[src/rtl/mips32_prog_loader.sv]
// mips32_prog_loader: initialises registers, streams a program into instruction memory, runs the core, dumps registers
module mips32_prog_loader #(
  parameter int DATA_W    = 32,
  parameter int MEM_AW    = 10,
  parameter int REG_AW    = 5,
  parameter int NUM_REGS  = 32,
  parameter int INIT_REGS = 1,
  parameter int MAX_RUN   = 1024
) (
  input  logic              clk1,
  input  logic              rst,
  input  logic              start,
  input  logic [MEM_AW:0]   prog_len,
  input  logic              s_valid,
  output logic              s_ready,
  input  logic [DATA_W-1:0] s_data,
  output logic              mem_we,
  output logic [MEM_AW-1:0] mem_addr,
  output logic [DATA_W-1:0] mem_wdata,
  output logic              reg_we,
  output logic [REG_AW-1:0] reg_addr,
  output logic [DATA_W-1:0] reg_wdata,
  input  logic [DATA_W-1:0] reg_rdata,
  output logic              cpu_reset,
  output logic              cpu_run,
  input  logic              cpu_halted,
  output logic              d_valid,
  input  logic              d_ready,
  output logic [REG_AW-1:0] d_idx,
  output logic [DATA_W-1:0] d_data,
  output logic              busy,
  output logic              done,
  output logic              timeout
);
  localparam int RW = (MAX_RUN > 1) ? $clog2(MAX_RUN) : 1;
  typedef enum logic [2:0] {IDLE, INIT, LOAD, RUN, DUMP, DONE} state_t;
  state_t state, nxt;
  logic [REG_AW-1:0] k;
  logic [MEM_AW:0] load_cnt, len;
  logic [RW-1:0] run_cnt;
  logic go, last_k, last_load, run_end;
  always_comb begin
    go = (state == IDLE || state == DONE) && start && prog_len != '0;
    last_k = k == REG_AW'(NUM_REGS - 1);
    last_load = s_valid && load_cnt == len - (MEM_AW+1)'(1);
    run_end = cpu_halted || run_cnt == RW'(MAX_RUN - 1);
    nxt = state;
    case (state)
      IDLE, DONE: nxt = go ? (INIT_REGS != 0 ? INIT : LOAD) : state;
      INIT:       nxt = last_k ? LOAD : INIT;
      LOAD:       nxt = last_load ? RUN : LOAD;
      RUN:        nxt = run_end ? DUMP : RUN;
      DUMP:       nxt = (d_ready && last_k) ? DONE : DUMP;
      default:    nxt = IDLE;
    endcase
  end
  // k walks the register file twice: writing Rk=k in INIT, reading for the dump in DUMP
  always_ff @(posedge clk1) begin
    if (rst) begin
      state <= IDLE;
      k <= '0;
      load_cnt <= '0;
      run_cnt <= '0;
      len <= '0;
      timeout <= 1'b0;
    end else begin
      state <= nxt;
      if (go) begin
        len <= prog_len;
        k <= '0;
        load_cnt <= '0;
        run_cnt <= '0;
        timeout <= 1'b0;
      end
      if (state == INIT || (state == DUMP && d_ready)) k <= last_k ? '0 : k + REG_AW'(1);
      if (state == LOAD && s_valid) load_cnt <= load_cnt + (MEM_AW+1)'(1);
      if (state == RUN) run_cnt <= run_cnt + RW'(1);
      if (state == RUN && run_end) timeout <= !cpu_halted;
    end
  end
  always_comb begin
    s_ready = state == LOAD;
    mem_we = s_ready && s_valid;
    mem_addr = s_ready ? load_cnt[MEM_AW-1:0] : '0;
    mem_wdata = s_ready ? s_data : '0;
    reg_we = state == INIT;
    d_valid = state == DUMP;
    reg_addr = (reg_we || d_valid) ? k : '0;
    reg_wdata = reg_we ? DATA_W'(k) : '0;
    d_idx = d_valid ? k : '0;
    d_data = d_valid ? reg_rdata : '0;
    cpu_run = state == RUN;
    cpu_reset = !(cpu_run || d_valid);
    busy = !(state == IDLE || state == DONE);
    done = state == DONE;
  end
endmodule
[config.mk]
export PLATFORM = sky130hd
export DESIGN_NAME = mips32_prog_loader
export DESIGN_NICKNAME = d
export VERILOG_FILES = /design/src/rtl/mips32_prog_loader.sv
export SDC_FILE = /design/constraint.sdc
export NUM_CORES = 1
export LEC_CHECK = 0
export BUFFER_PORTS_ARGS = -buffer_cell sky130_fd_sc_hd__buf_2
export CAP_MARGIN = 20
export CORE_ASPECT_RATIO = 1.2
export CORE_UTILIZATION = 41
export DETAILED_ROUTE_END_ITERATION = 8
export GPL_ROUTABILITY_DRIVEN = 0
export PLACE_DENSITY = 0.78
export SYNTH_ARGS = -nofsm -noshare
export SYNTH_HDL_FRONTEND = slang
export SYNTH_SLANG_ARGS = --single-unit
[constraint.sdc]
create_clock -name clk1 -period 4.9 [get_ports clk1]
set_input_delay 0.245 -clock clk1 [delete_from_list [all_inputs] [get_ports clk1]]
set_output_delay 0.245 -clock clk1 [all_outputs]
set_load 0.005 [all_outputs]
# ---- Word level (Yosys, flattened, before mapping)
# Cells that the tools add are included.
dict set report totals {
  register_bits 41
  latch_bits 0
  ramBits 0
  romBits 0
  input_bits 81
  output_inout_bits 125
  n_memories 0
}
dict set report classes {
  n_addsub 4
  multipliers 0
  div_mod_pow 0
  order_cmp 0
  n_eq_ne 9
  shifts 0
  muxes 21
  bitwise_logic 0
  n_reduce_logical 22
}
# op n
set op_table {}
lappend op_table {{32-bit 2-to-1 mux} 2}
lappend op_table {{10-bit 2-to-1 mux} 3}
lappend op_table {{5-bit 2-to-1 mux} 6}
lappend op_table {{11-bit 2-to-1 mux} 2}
lappend op_table {{3-bit case mux with 5 select lines} 1}
lappend op_table {{11-bit by 1-bit adder with 11-bit output (second input constant)} 1}
lappend op_table {{11-bit equality test} 1}
lappend op_table {{11-bit nonzero test} 1}
lappend op_table {{11-bit by 1-bit subtractor with 11-bit output (second input constant)} 1}
lappend op_table {{10-bit by 1-bit adder with 10-bit output (second input constant)} 1}
lappend op_table {{10-bit equality test (second input constant)} 1}
lappend op_table {{2-bit nonzero test} 4}
lappend op_table {{1-bit logical AND} 7}
lappend op_table {{3-bit by 2-bit equality test with 1-bit output (second input constant)} 2}
lappend op_table {{3-bit equality test (second input constant)} 2}
lappend op_table {{3-bit 2-to-1 mux} 2}
lappend op_table {{5-bit by 1-bit adder with 5-bit output (second input constant)} 1}
lappend op_table {{5-bit equality test (second input constant)} 1}
lappend op_table {{1-bit logical OR} 5}
lappend op_table {{1-bit 2-to-1 mux} 4}
lappend op_table {{3-bit by 1-bit equality test with 1-bit output (second input constant)} 1}
lappend op_table {{1-bit logical NOT} 3}
lappend op_table {{3-bit logical NOT} 1}
lappend op_table {{2-bit 2-to-1 mux} 1}
lappend op_table {{2 further kinds} 2}

# ---- Logic depth before layout (Yosys ltp)
dict set report depth {
  word_depth 6
  mapped_depth 8
}

# ---- Least setup slack after synthesis
# Ideal clock, no wire load.
dict set report synth_path {
  path_type {reg2reg}
  startpoint {reg load_cnt[0]}
  endpoint {reg load_cnt[10]}
  setup_ps 67
  arrival_time_ps 1589
  required_time_ps 4833
  slack_ps 3244
  path_stages_with_launch 7
  period_less_slack_ps 1656
  cell_sequence {dfxtp_1 ha_1 and3_4 and3_4 nand2_2 or4_4 a21oi_2}
}
dict set report synth_between {
  elab_chain_cells 2
}
# item line_no
set synth_rtl {}
lappend synth_rtl {{start, declared} 39} ;# logic [MEM_AW:0] load_cnt, len;
lappend synth_rtl {{start signal, assigned} 76} ;# if (state == LOAD && s_valid) load_cnt <= load_cnt + (MEM_AW+1)'(1);
lappend synth_rtl {{11-bit by 1-bit adder with 11-bit output} 76}
lappend synth_rtl {{11-bit 2-to-1 mux} 76}
# Every way passes these cells.
# A chain may end at the register's enable or synchronous reset.

# ---- Final worst setup path
dict set report layout_path {
  startpoint {reg state[2]}
  endpoint {reg run_cnt[3]}
}
dict set report layout_between {
  elab_chain_cells 5
}
# item line_no
set layout_rtl {}
lappend layout_rtl {{start, declared} 37} ;# state_t state, nxt;
lappend layout_rtl {{start signal, assigned} 67} ;# state <= nxt;
lappend layout_rtl {{3-bit equality test / 3-bit logical NOT (equally long branches)} 43} ;# go = (state == IDLE || state == DONE) && start && prog_len != '0;
lappend layout_rtl {{1-bit logical OR} 43}
lappend layout_rtl {{1-bit logical AND (2 in a row)} 43}
lappend layout_rtl {{2-bit nonzero test (no line)} -}
lappend layout_rtl {{end signal, assigned} 77} ;# if (state == RUN) run_cnt <= run_cnt + RW'(1);
lappend layout_rtl {{end, declared} 40} ;# logic [RW-1:0] run_cnt;
# Several ways; a longest one is shown, not always the timed one.

==> flow_metrics.tcl <==
set metrics [dict create \
    status "complete, no violations" \
    final_layout_size_suffix_gt1_share_pct 35.6 \
    power.total_mw 0.672 \
    cts.clk_slew.worst_paths_ns 0.08 \
    clkLatencyLatePin_ns 0.29 \
    hold_viol 0 \
    die_w_um 82.5 \
    slowest_stage "nand2_1" \
    fin_util_pct 54.6 \
    track_usage_pct 22.9 \
    synthFlopType "dfxtp_1" \
    criticalPathCategory "register to register" \
    routed_via_density 5.05 \
    path_common_cell "nand2_1" \
    die_area_sq_um 8130 \
    root_buffer "clkbuf_8" \
    fin_ws_ns 2.49 \
    wire_per_inst_um 14.4 \
    place_ws_ns 2.55 \
    setup.worst_path.start_class "register" \
    cts_resized 0 \
    first_global_vias 2952 \
    synth_cell_types 55 \
    yosysSeqAreaShare_pct 25.8 \
    antenna_found_initial 2 \
    grt_max_degree 44 \
    relSlewSlack_pct 32.9 \
    min_period_ns 2.41 \
    synth_seq_cells 41 \
    grt.overflow.total 0 \
    max_freq_mhz 415 \
    synth_cells 423 \
    required_ns 5.09 \
    post_cts_buffers 0 \
    clock_sinks 41 \
    p_sw_share_pct 26.5 \
    synthesis.area_sq_um 3190 \
    p_int_mw 0.494 \
    syn_to_final_growth_pct 26.9 \
    core_sq_um 7400 \
    finClkSkew_ns 0.00949 \
    portBuffers 178 \
    top_level_ports 206 \
    crit_chain "nor2b_1, nor3_2, nand2_1, nand2_1, a311oi_1" \
    powerDensity_nw_per_um2 166 \
    post-dp-hpwl_um 7880 \
    n_fill_cell 739 \
    async_flop_share_pct 0 \
    stdcell_area_sq_um 4040 \
    postCtsHoldBufs 0 \
    maxSlewViolCount 0 \
    dpl-instance-area_sq_um 3960 \
    cts_buffers 5 \
    setup_viol 0 \
    nets 666 \
    vias 3401 \
    min_period_over_period_pct 49.2 \
    wl_um 9660 \
    worst_pin_slew_ns 1.00 \
    power.leakage_nw 2.05 \
    clockPowerShare_pct 31.3 \
    path_max_fanout 30 \
    peakVddDrop_mv 0.167 \
    fin_tns_setup_ns 0 \
    dr.pass1.iters 4 \
    die_height_um 98.6 \
    cts_buffer_depth 2 \
    grt_pass1_wl_um 14400 \
    ys.warnings.count 0 \
    antenna_left 0 \
    maxCapViolations 0 \
    hold_class "input pin to register" \
    rows 34 \
    drtIter0Drc 174 \
    rsz0062_at_grt "no" \
    drc 0 \
    slowest_delay_ns 0.76 \
    start_util_pct 43.0 \
    syn_area_per_cell_sq_um 7.53 \
    synth_edf_count 0 \
    worstPathArrival_ns 2.60 \
    cts_tree "yes" \
    cts_max_level 2 \
    crit_path_end_kind "register" \
    power_frac_comb_pct 16.7 \
    switching_power_mw 0.178 \
    p_seq_share_pct 52.0 \
]
final cells by class:
class	instances	area [sq um]	area share, %
antenna	2	5.00	0.124
clock buffer	8	80.1	1.98
inverter	8	43.8	1.08
multi-input combinational	344	2080	51.3
sequential	41	821	20.3
tap	90	113	2.78
timing repair buffer	180	906	22.4
critical path: cells and delay by family (launching register included):
kind | cells | cell delay [ns]
AND/OR/NAND/NOR | 4 | 1.41
flip-flops | 1 | 0.54
AO/OA/AOI/OAI | 1 | 0.35
power groups by stage:
stage | clock network, mW | logic, mW | registers, mW
finish | 0.210 | 0.112 | 0.349
global route | 0.224 | 0.126 | 0.351
CTS | 0.217 | 0.112 | 0.349
detailed placement | 0 | 0.111 | 0.357
global placement | 0 | 0.107 | 0.356
floorplan | 0 | 0.0868 | 0.354
stage by stage:
stage | instances | hold WS (ns)
final | 673 | 0.179
after global routing | 673 | 0.194
after CTS | 671 | 0.165
after detailed placement | 663 | 0.469
after global placement | 663 | 0.457
after floorplan | 449 | 0.356
cells by family (layout without fill, tap and decap cells):
group | after synthesis | after routing | share of synthesized area [%]
simple gates | 221 | 221 | 39.9
compound gates | 72 | 72 | 14.7
buf+inv | 64 | 196 | 12.3
flops | 41 | 41 | 25.8
xor+xnor | 18 | 18 | 4.95
fa+ha+maj | 5 | 5 | 1.96
other cells | 1 | 29 | 0.118
mux | 1 | 1 | 0.353
metal layers:
metal  up-vias  wire (um)  GRT usage [%]
li1       1710          -              -
met1      1536       4130           28.3
met2       140       4580           38.0
met3        15        764           4.63
met4         0        195           9.31
met5         -          0              0
synth_stat cells (all sizes together) (5+ instances only):
library cell	count	share of area [%]
a21oi	32	5.1
a311oi	10	2.7
a31oi	10	2.0
and2	85	17
and3	8	1.9
buf	39	8.5
clkbuf	16	2.0
dfxtp	41	26
ha	5	2.0
inv	7	0.82
nand2	46	5.5
nand3	21	3.3
nor2	13	1.5
nor3	16	3.0
o21ai	6	0.94
or2	7	1.4
xnor2	12	3.3
xor2	6	1.6
state kept, by name, summed over array words and instances, names as in the netlist:
name	flops
len	11
load_cnt	11
run_cnt	10
k	5
state	3
timeout	1
placed cells by master (no fill, tap or decap), types with 4 or more instances in the layout:
cell type  count
o21ai_0        6
or2_2          6
a311oi_1      10
and2_1        84
nand2_1       45
nor2_1        13
ha_1           5
buf_2        178
dfxtp_1       41
a21oi_1       31
conb_1        27
xnor2_1       12
a31oi_1       10
nor3_1        12
clkbuf_8       5
nand3_1       21
nor3_2         4
nand2b_1       4
xor2_1         6
inv_1          7
and3_1         6
path summary, 6_finish.rpt:
| kind | cells past startpoint | slack [ns] | start | endpoint |
|---|---|---|---|---|
| max | 5 | 2.49 | state[2]$_SDFFE_PP0P_ | run_cnt[3]$_SDFFE_PP0P_ |
| min | 2 | 0.18 | cpu_halted | timeout$_SDFFE_PP0P_ |
| max reg2reg | 5 | 2.49 | state[2]$_SDFFE_PP0P_ | run_cnt[3]$_SDFFE_PP0P_ |
| min reg2reg | 2 | 0.47 | len[10]$_SDFFE_PP0P_ | len[10]$_SDFFE_PP0P_ |
(Power assumes the default switching activity.)
